[src/rtl/result_ram_streamer.sv]
// rtl/result_ram_streamer.sv - streams the 64-word result RAM out over valid/ready (optional RESULT_CHECKSUM_EN)
module result_ram_streamer #(
    parameter int DATA_W = 19,
    parameter int ADDR_W = 6,
    parameter int DEPTH  = 64
) (
    input  logic              clk,
    input  logic              reset,
    input  logic              start,
    output logic              busy,
    output logic              done,
    output logic              ram_rd_en,
    output logic [ADDR_W-1:0] ram_addr,
    input  logic [DATA_W-1:0] ram_rdata,
    output logic [DATA_W-1:0] out_data,
    output logic              out_valid,
    input  logic              out_ready,
    output logic [ADDR_W-1:0] out_index,
    output logic              out_last,
    output logic [10:0]       cycle_count
`ifdef RESULT_CHECKSUM_EN
    ,
    output logic signed [DATA_W+5:0] checksum
`endif
);

    typedef enum logic [1:0] {S_IDLE, S_STREAM, S_DRAIN, S_DONE} state_t;

    state_t            state;
    logic [1:0]        fifo_count;
    logic              inflight;
    logic [ADDR_W-1:0] inflight_addr;
    logic [DATA_W-1:0] data0, data1;
    logic [ADDR_W-1:0] idx0, idx1;
    logic              pop;
    logic              push;
    logic [2:0]        level;

    assign out_valid = (fifo_count != 2'd0);
    assign out_data  = data0;
    assign out_index = idx0;
    assign out_last  = out_valid && (idx0 == ADDR_W'(DEPTH - 1));
    assign pop       = out_valid && out_ready;
    assign push      = inflight;

    // Occupancy the FIFO would have after this cycle's pop and the pending read land;
    // issuing only while it is at most 1 guarantees a slot for the new read.
    assign level     = {1'b0, fifo_count} + {2'b0, inflight} - {2'b0, pop};
    assign ram_rd_en = !reset && (state == S_STREAM) && (level <= 3'd1);

    always_ff @(posedge clk) begin
        if (reset) begin
            state         <= S_IDLE;
            busy          <= 1'b0;
            done          <= 1'b0;
            ram_addr      <= '0;
            fifo_count    <= 2'd0;
            inflight      <= 1'b0;
            inflight_addr <= '0;
            data0         <= '0;
            data1         <= '0;
            idx0          <= '0;
            idx1          <= '0;
            cycle_count   <= 11'd0;
`ifdef RESULT_CHECKSUM_EN
            checksum      <= '0;
`endif
        end else begin
            inflight <= ram_rd_en;
            if (ram_rd_en)
                inflight_addr <= ram_addr;

            case ({push, pop})
                2'b10: begin
                    if (fifo_count == 2'd0) begin
                        data0 <= ram_rdata;
                        idx0  <= inflight_addr;
                    end else begin
                        data1 <= ram_rdata;
                        idx1  <= inflight_addr;
                    end
                    fifo_count <= fifo_count + 2'd1;
                end
                2'b01: begin
                    data0      <= data1;
                    idx0       <= idx1;
                    fifo_count <= fifo_count - 2'd1;
                end
                2'b11: begin
                    if (fifo_count == 2'd1) begin
                        data0 <= ram_rdata;
                        idx0  <= inflight_addr;
                    end else begin
                        data0 <= data1;
                        idx0  <= idx1;
                        data1 <= ram_rdata;
                        idx1  <= inflight_addr;
                    end
                end
                default: ;
            endcase

            if (busy && cycle_count != 11'd2047)
                cycle_count <= cycle_count + 11'd1;

`ifdef RESULT_CHECKSUM_EN
            if (pop)
                checksum <= checksum + {{6{out_data[DATA_W-1]}}, out_data};
`endif

            case (state)
                S_IDLE: begin
                    ram_addr <= '0;
                    if (start) begin
                        state       <= S_STREAM;
                        busy        <= 1'b1;
                        cycle_count <= 11'd0;
`ifdef RESULT_CHECKSUM_EN
                        checksum    <= '0;
`endif
                    end
                end
                S_STREAM: begin
                    if (ram_rd_en) begin
                        if (ram_addr == ADDR_W'(DEPTH - 1))
                            state <= S_DRAIN;
                        else
                            ram_addr <= ram_addr + ADDR_W'(1);
                    end
                end
                S_DRAIN: begin
                    // The final word is always the last FIFO entry, so its handshake ends the run.
                    if (pop && out_last) begin
                        state <= S_DONE;
                        done  <= 1'b1;
                        busy  <= 1'b0;
                    end
                end
                S_DONE: begin
                    done     <= 1'b0;
                    ram_addr <= '0;
                    state    <= S_IDLE;
                end
            endcase
        end
    end

endmodule

[config.mk]
export PLATFORM = sky130hd
export DESIGN_NAME = result_ram_streamer
export DESIGN_NICKNAME = d
export VERILOG_FILES = /design/src/rtl/result_ram_streamer.sv
export SDC_FILE = /design/constraint.sdc
export NUM_CORES = 1
export LEC_CHECK = 0
export CORE_UTILIZATION = 45
export CTS_BUF_LIST = sky130_fd_sc_hd__clkbuf_8
export CTS_CLUSTER_DIAMETER = 150
export DETAILED_ROUTE_END_ITERATION = 10
export DONT_BUFFER_PORTS = 1
export PLACE_DENSITY_LB_ADDON = 0.2
export SLEW_MARGIN = 20
export SYNTH_ARGS = -nofsm -noshare
export SYNTH_HDL_FRONTEND = slang
export SYNTH_SLANG_ARGS = --single-unit
export TNS_END_PERCENT = 100
[constraint.sdc]
create_clock -name clk -period 8 [get_ports clk]
set_input_delay 2.4 -clock clk [delete_from_list [all_inputs] [get_ports clk]]
set_output_delay 2.4 -clock clk [all_outputs]
set_load 0.05 [all_outputs]
Yosys cells after proc, flatten, opt, wreduce, memory -nomap -nowiden
Index checks and enable logic that the tools add are counted.
{"block": "classes", "n_addsub": 6, "multipliers": 0, "div": 0, "order_cmp": 1, "n_eq_ne": 18, "shifts": 0, "muxes": 29, "bitwise_logic": 0, "reduce_logical": 23}
{"operator": "2-to-1 mux 19 bit", "n": 4}
{"operator": "one-hot mux 19 bit (3 select lines)", "n": 1}
{"operator": "one-hot mux 19 bit (2 select lines)", "n": 1}
{"operator": "2-to-1 mux 6 bit", "n": 6}
{"operator": "2-to-1 mux 11 bit", "n": 3}
{"operator": "one-hot mux 6 bit (2 select lines)", "n": 2}
{"operator": "one-hot mux 6 bit (3 select lines)", "n": 1}
{"operator": "inequality test 2 bit (second input constant)", "n": 7}
{"operator": "equality test 6 bit (second input constant)", "n": 2}
{"operator": "nonzero test 2 bit", "n": 6}
{"operator": "adder 11 x 1 -> 11 bit (second input constant)", "n": 1}
{"operator": "inequality test 11 bit (second input constant)", "n": 1}
{"operator": "AND reduction 3 bit", "n": 3}
{"operator": "equality test 2 bit (second input constant)", "n": 4}
{"operator": "2-to-1 mux 2 bit", "n": 4}
{"operator": "one-hot mux 2 bit (4 select lines)", "n": 1}
{"operator": "adder 6 x 1 -> 6 bit (second input constant)", "n": 1}
{"operator": "equality test 2 x 1 -> 1 bit (second input constant)", "n": 3}
{"operator": "logical AND 1 bit", "n": 6}
{"operator": "zero test 2 bit", "n": 2}
{"operator": "one-hot mux 1 bit (2 select lines)", "n": 2}
{"operator": "one-hot mux 2 bit (2 select lines)", "n": 1}
{"operator": "AND reduction 2 bit", "n": 2}
{"operator": "AND reduction 4 bit", "n": 1}
{"operator": "other kinds (10)", "n": 12}
{"block": "totals", "ff_bits": 80, "latchBits": 0, "ramBits": 0, "mem_bits_ro": 0, "input_bits": 23, "out_inout_bits": 47, "wordCells": 89, "mem_count": 0}

Logic depth before layout (Yosys ltp)
Gate-level depths: netlist of run 1.
{"block": "logic_depth", "depth_word": 7, "mapped_depth": 13, "mapped_depth_nobuf": 12}

Worst setup path before layout of run 1
Ideal clock, no wire load.
{"block": "synth_timing", "path_type": "input port to output port", "from": "input port out_ready", "to": "output port ram_rd_en", "arrival_time_ns": 4.135, "t_required_ns": 5.600, "path_slack_ns": 1.465, "cell_stages": 9, "n_path_buf": 1, "path_cell_list": "nand2b_4 -> ha_1 -> inv_1 -> ha_1 -> inv_1 -> fa_1 -> and3b_1 -> and2_1 -> buf_2"}
{"block": "synth_between", "elab_chain_len": 4}
{"element": "start: declaration", "line": "17", "source": "input logic out_ready,"}
{"element": "logical AND 1 bit", "line": "43", "source": "assign pop = out_valid && out_ready;"}
{"element": "subtractor 3 x 1 -> 3 bit", "line": "48", "source": "assign level = {1'b0, fifo_count} + {2'b0, inflight} - {2'b0, pop};"}
{"element": "<= comparator 3 x 1 -> 1 bit", "line": "49", "source": "assign ram_rd_en = !reset && (state == S_STREAM) && (level <= 3'd1);"}
{"element": "logical AND 1 bit", "line": "49"}
{"element": "end: declaration", "line": "12", "source": "output logic ram_rd_en,"}
No other way between the ends.

Final worst setup path of run 1
Ends and elaborated chain as after synthesis.

==> results of run 1 <==
-- path summary, 6_finish.rpt --
check                        startpoint                            end  slack, ps  depth (start not counted)
min                idx1[0]$_SDFFE_PP0P_           idx1[0]$_SDFFE_PP0P_        500                          2
min reg2reg        idx1[0]$_SDFFE_PP0P_           idx1[0]$_SDFFE_PP0P_        500                          2
max                           out_ready                      ram_rd_en       1090                          8
max reg2reg  fifo_count[1]$_SDFFE_PP0N_  inflight_addr[5]$_SDFFE_PP0P_       4460                         12
-- power groups by stage --
stage	clock, uW	sequential [uW]	combinational [uW]
floorplan	0	743	430
global placement	0	768	463
detailed placement	0	769	472
CTS	317	760	474
global route	332	771	535
finish	305	758	474
-- critical path: stages --
cell and delay [ps]:
nand2b_4 60, ha_1 300, inv_1 110, ha_1 150
inv_1 50, fa_1 400, xnor2_1 280, and2_1 760
-- metal layers --
layer	up-vias	track usage [%]	part of all wire, %
li1	1335	-	-
met1	1185	22.9	46
met2	81	29.1	44
met3	12	8.04	7.9
met4	0	6.12	1.7
met5	-	0	0
-- sequential cells by signal (all words and copies together), names as in the netlist --
signal,count
data1,19
out_data,19
cycle_count,11
idx1,6
inflight_addr,6
out_index,6
ram_addr,6
fifo_count,2
state,2
busy,1
done,1
inflight,1
-- final cells by class --
cell class	instances	area, sq um
flip-flops and latches	80	1600
multi-input cells	267	1860
clock inverters	3	41.3
inverters	11	41.3
repair buffers	1	27.5
clock buffers	12	165
fillers	741	3900
well taps	102	128
-- layout by cell type, fill, tap and decap left out, drive strengths merged, types with 2 or more instances in the layout --
| cell | Yosys | layout |
|---|---|---|
| and4 | 3 | 3 |
| nand2 | 11 | 11 |
| nand4 | 7 | 7 |
| inv | 11 | 12 |
| mux2i | 57 | 57 |
| nor3 | 4 | 4 |
| a31oi | 2 | 2 |
| a21o | 3 | 3 |
| a31o | 3 | 3 |
| nand2b | 4 | 4 |
| o21ai | 8 | 8 |
| a21oi | 12 | 12 |
| nor2 | 68 | 68 |
| xor2 | 8 | 8 |
| o211ai | 4 | 4 |
| a211oi | 30 | 30 |
| nand3 | 6 | 6 |
| xnor2 | 2 | 2 |
| and2 | 3 | 3 |
| or3 | 2 | 2 |
| and3 | 3 | 3 |
| dfxtp | 80 | 80 |
| o21a | 3 | 3 |
| clkbuf | 15 | 12 |
| o31ai | 3 | 3 |
| ha | 10 | 10 |
-- through the flow --
stage / instances / area, sq um / hold slack (ps)
floorplan: 380 / 3640 / 460
detailed placement: 460 / 3630 / 479
global route: 476 / 3870 / 528
global placement: 460 / 3630 / 472
CTS: 475 / 3840 / 500
finish: 476 / 3870 / 496
-- logic make-up after synthesis --
| logic type | after synthesis | share of synthesized area, % |
|---|---|---|
| and+or+nand+nor | 117 | 15.1 |
| DFF | 80 | 44.0 |
| AOI/OAI and AO/OA | 72 | 14.0 |
| muxes | 57 | 15.7 |
| buffers and inverters | 33 | 4.78 |
| adders and majority gates | 11 | 3.99 |
| xor gates and xnor gates | 10 | 2.41 |
==> flow_summary_export.csv, run 1 <==
group,metric,value,unit
layout,diodes,0,
yosys,syn_inst,380,
critical_path,cp-start-kind,"primary input",
grt,grt_first_pass_wirelength,12.4,mm
grt,grt_usage,18.6,%
cts,clk_latency,340,ps
grt,grt_pass1_vias,2585,
layout,nets,404,
power_and_ir_drop,p_total,1540,uW
yosys,seq_area_frac_synth,44.0,%
timing,fmax,0.145,GHz
timing,setup_tns,0,ps
die,die-height,91.9,um
routing,wl_per_cell,15.6,um
placed_design,post-place-ws,1110,ps
power_and_ir_drop,ir_drop,0.191,mV
cts,post_cts_buffers,0,
hold_path,min_path_type,"reg2reg",
timing,skew,7.48,ps
yosys,ys_warn_count,0,
timing,fin_crit,6910,ps
die,initial_core_util,46.8,%
layout,fin_util,49.8,%
placed_design,io_buffers,0,
yosys,syn_nets,414,
yosys,synth_area_leader_cell,"dfxtp_1",
grt,grt_antenna_before_repair,0,
die,dieArea,0.00844,sq mm
critical_path,worstPathRequired,5600,ps
routing,ant_nets,0,
layout,area_growth,6.37,%
grt,grt_start_max_net_pins,75,
yosys,ys_types,47,
cts,clockBufferDepth,2,
timing,worst_slack,1090,ps
placed_design,place_congestion,0.886,
power_and_ir_drop,combPwrFrac,30.9,%
power_and_ir_drop,power_leakage,0.00149,uW
power_and_ir_drop,p_seq_share,49.3,%
outcome,outcome,"completed",
yosys,syn_area_per_cell,9.57,sq um
die,die_w,91.9,um
cts,cts_resized,0,
power_and_ir_drop,p_int,834,uW
yosys,async_flop_share,0,%
routing,wirelength,7.42,mm
yosys,synth_ff_type,"dfxtp_1",
yosys,synth_commonest_cells,"dfxtp_1 (80), nor2_1 (68), mux2i_1 (57), a211oi_1 (30), clkbuf_1 (14)",
yosys,synth_top_area_share,44.0,%
routing,num_vias,2613,
yosys,netlist_top_cells_area,"dfxtp_1 (44%), mux2i_1 (16%), nor2_1 (7.0%)",
die,coreArea,0.00777,sq mm
yosys,syn-cell-area,0.00364,sq mm
cts,cts_hold_buf,0,
timing,period_share,86.4,%
yosys,synth_seq_cells,80,
timing,tightestPinTransition,995,ps
routing,via_per_inst,5.49,
routing,remaining_drc_errors,0,
placed_design,hpwl,4.90,mm
die,std_cell_rows,32,
grt,overflow,0,
yosys,synth_most_common_cell,"dfxtp_1",
run,drv_cap,0,
critical_path,worstSetupPathType,"in2out",
cts,htreeDepth,3,
routing,drtIter0Drc,84,
cts,cts_tree,"yes",
timing,maxSlewHeadroom,33.4,%
timing,setup-violations-final,0,
timing,rsz0062_at_grt,"no",
cts,cts_buffers,9,
timing,hold_viol_final,0,
cts,cts.sinks,80,
timing,drv_slew,0,
layout,drive_above_1_share,6.42,%
critical_path,end_kind,"primary output",
power_and_ir_drop,p_clk_share,19.8,%
power_and_ir_drop,p_per_area,397,mW/mm^2
routing,first_pass_iters,4,
yosys,synth_edf_count,0,
cts,clock-root-buffer,"clkbuf_8",
power_and_ir_drop,switchingPower,703,uW
critical_path,critical_path_arrival,4510,ps
cts,clkTransAtPathRegs,70,ps
power_and_ir_drop,switching_share,45.7,%
critical_path,critPathMaxFanout,7,
die,io_pins,70,
Note: power is estimated with default switching activity, not from simulation.
==> run 2: changes to the inputs <==
--- a/config.mk
+++ b/config.mk
@@ -5,6 +5,7 @@
 export SDC_FILE = /design/constraint.sdc
 export NUM_CORES = 1
 export LEC_CHECK = 0
+export ABC_CLOCK_PERIOD_IN_PS = 8000
 export CORE_UTILIZATION = 45
 export CTS_BUF_LIST = sky130_fd_sc_hd__clkbuf_8
 export CTS_CLUSTER_DIAMETER = 150
==> results of run 2 <==
No change in the layout: final DEF, timing and power equal those of run 1.
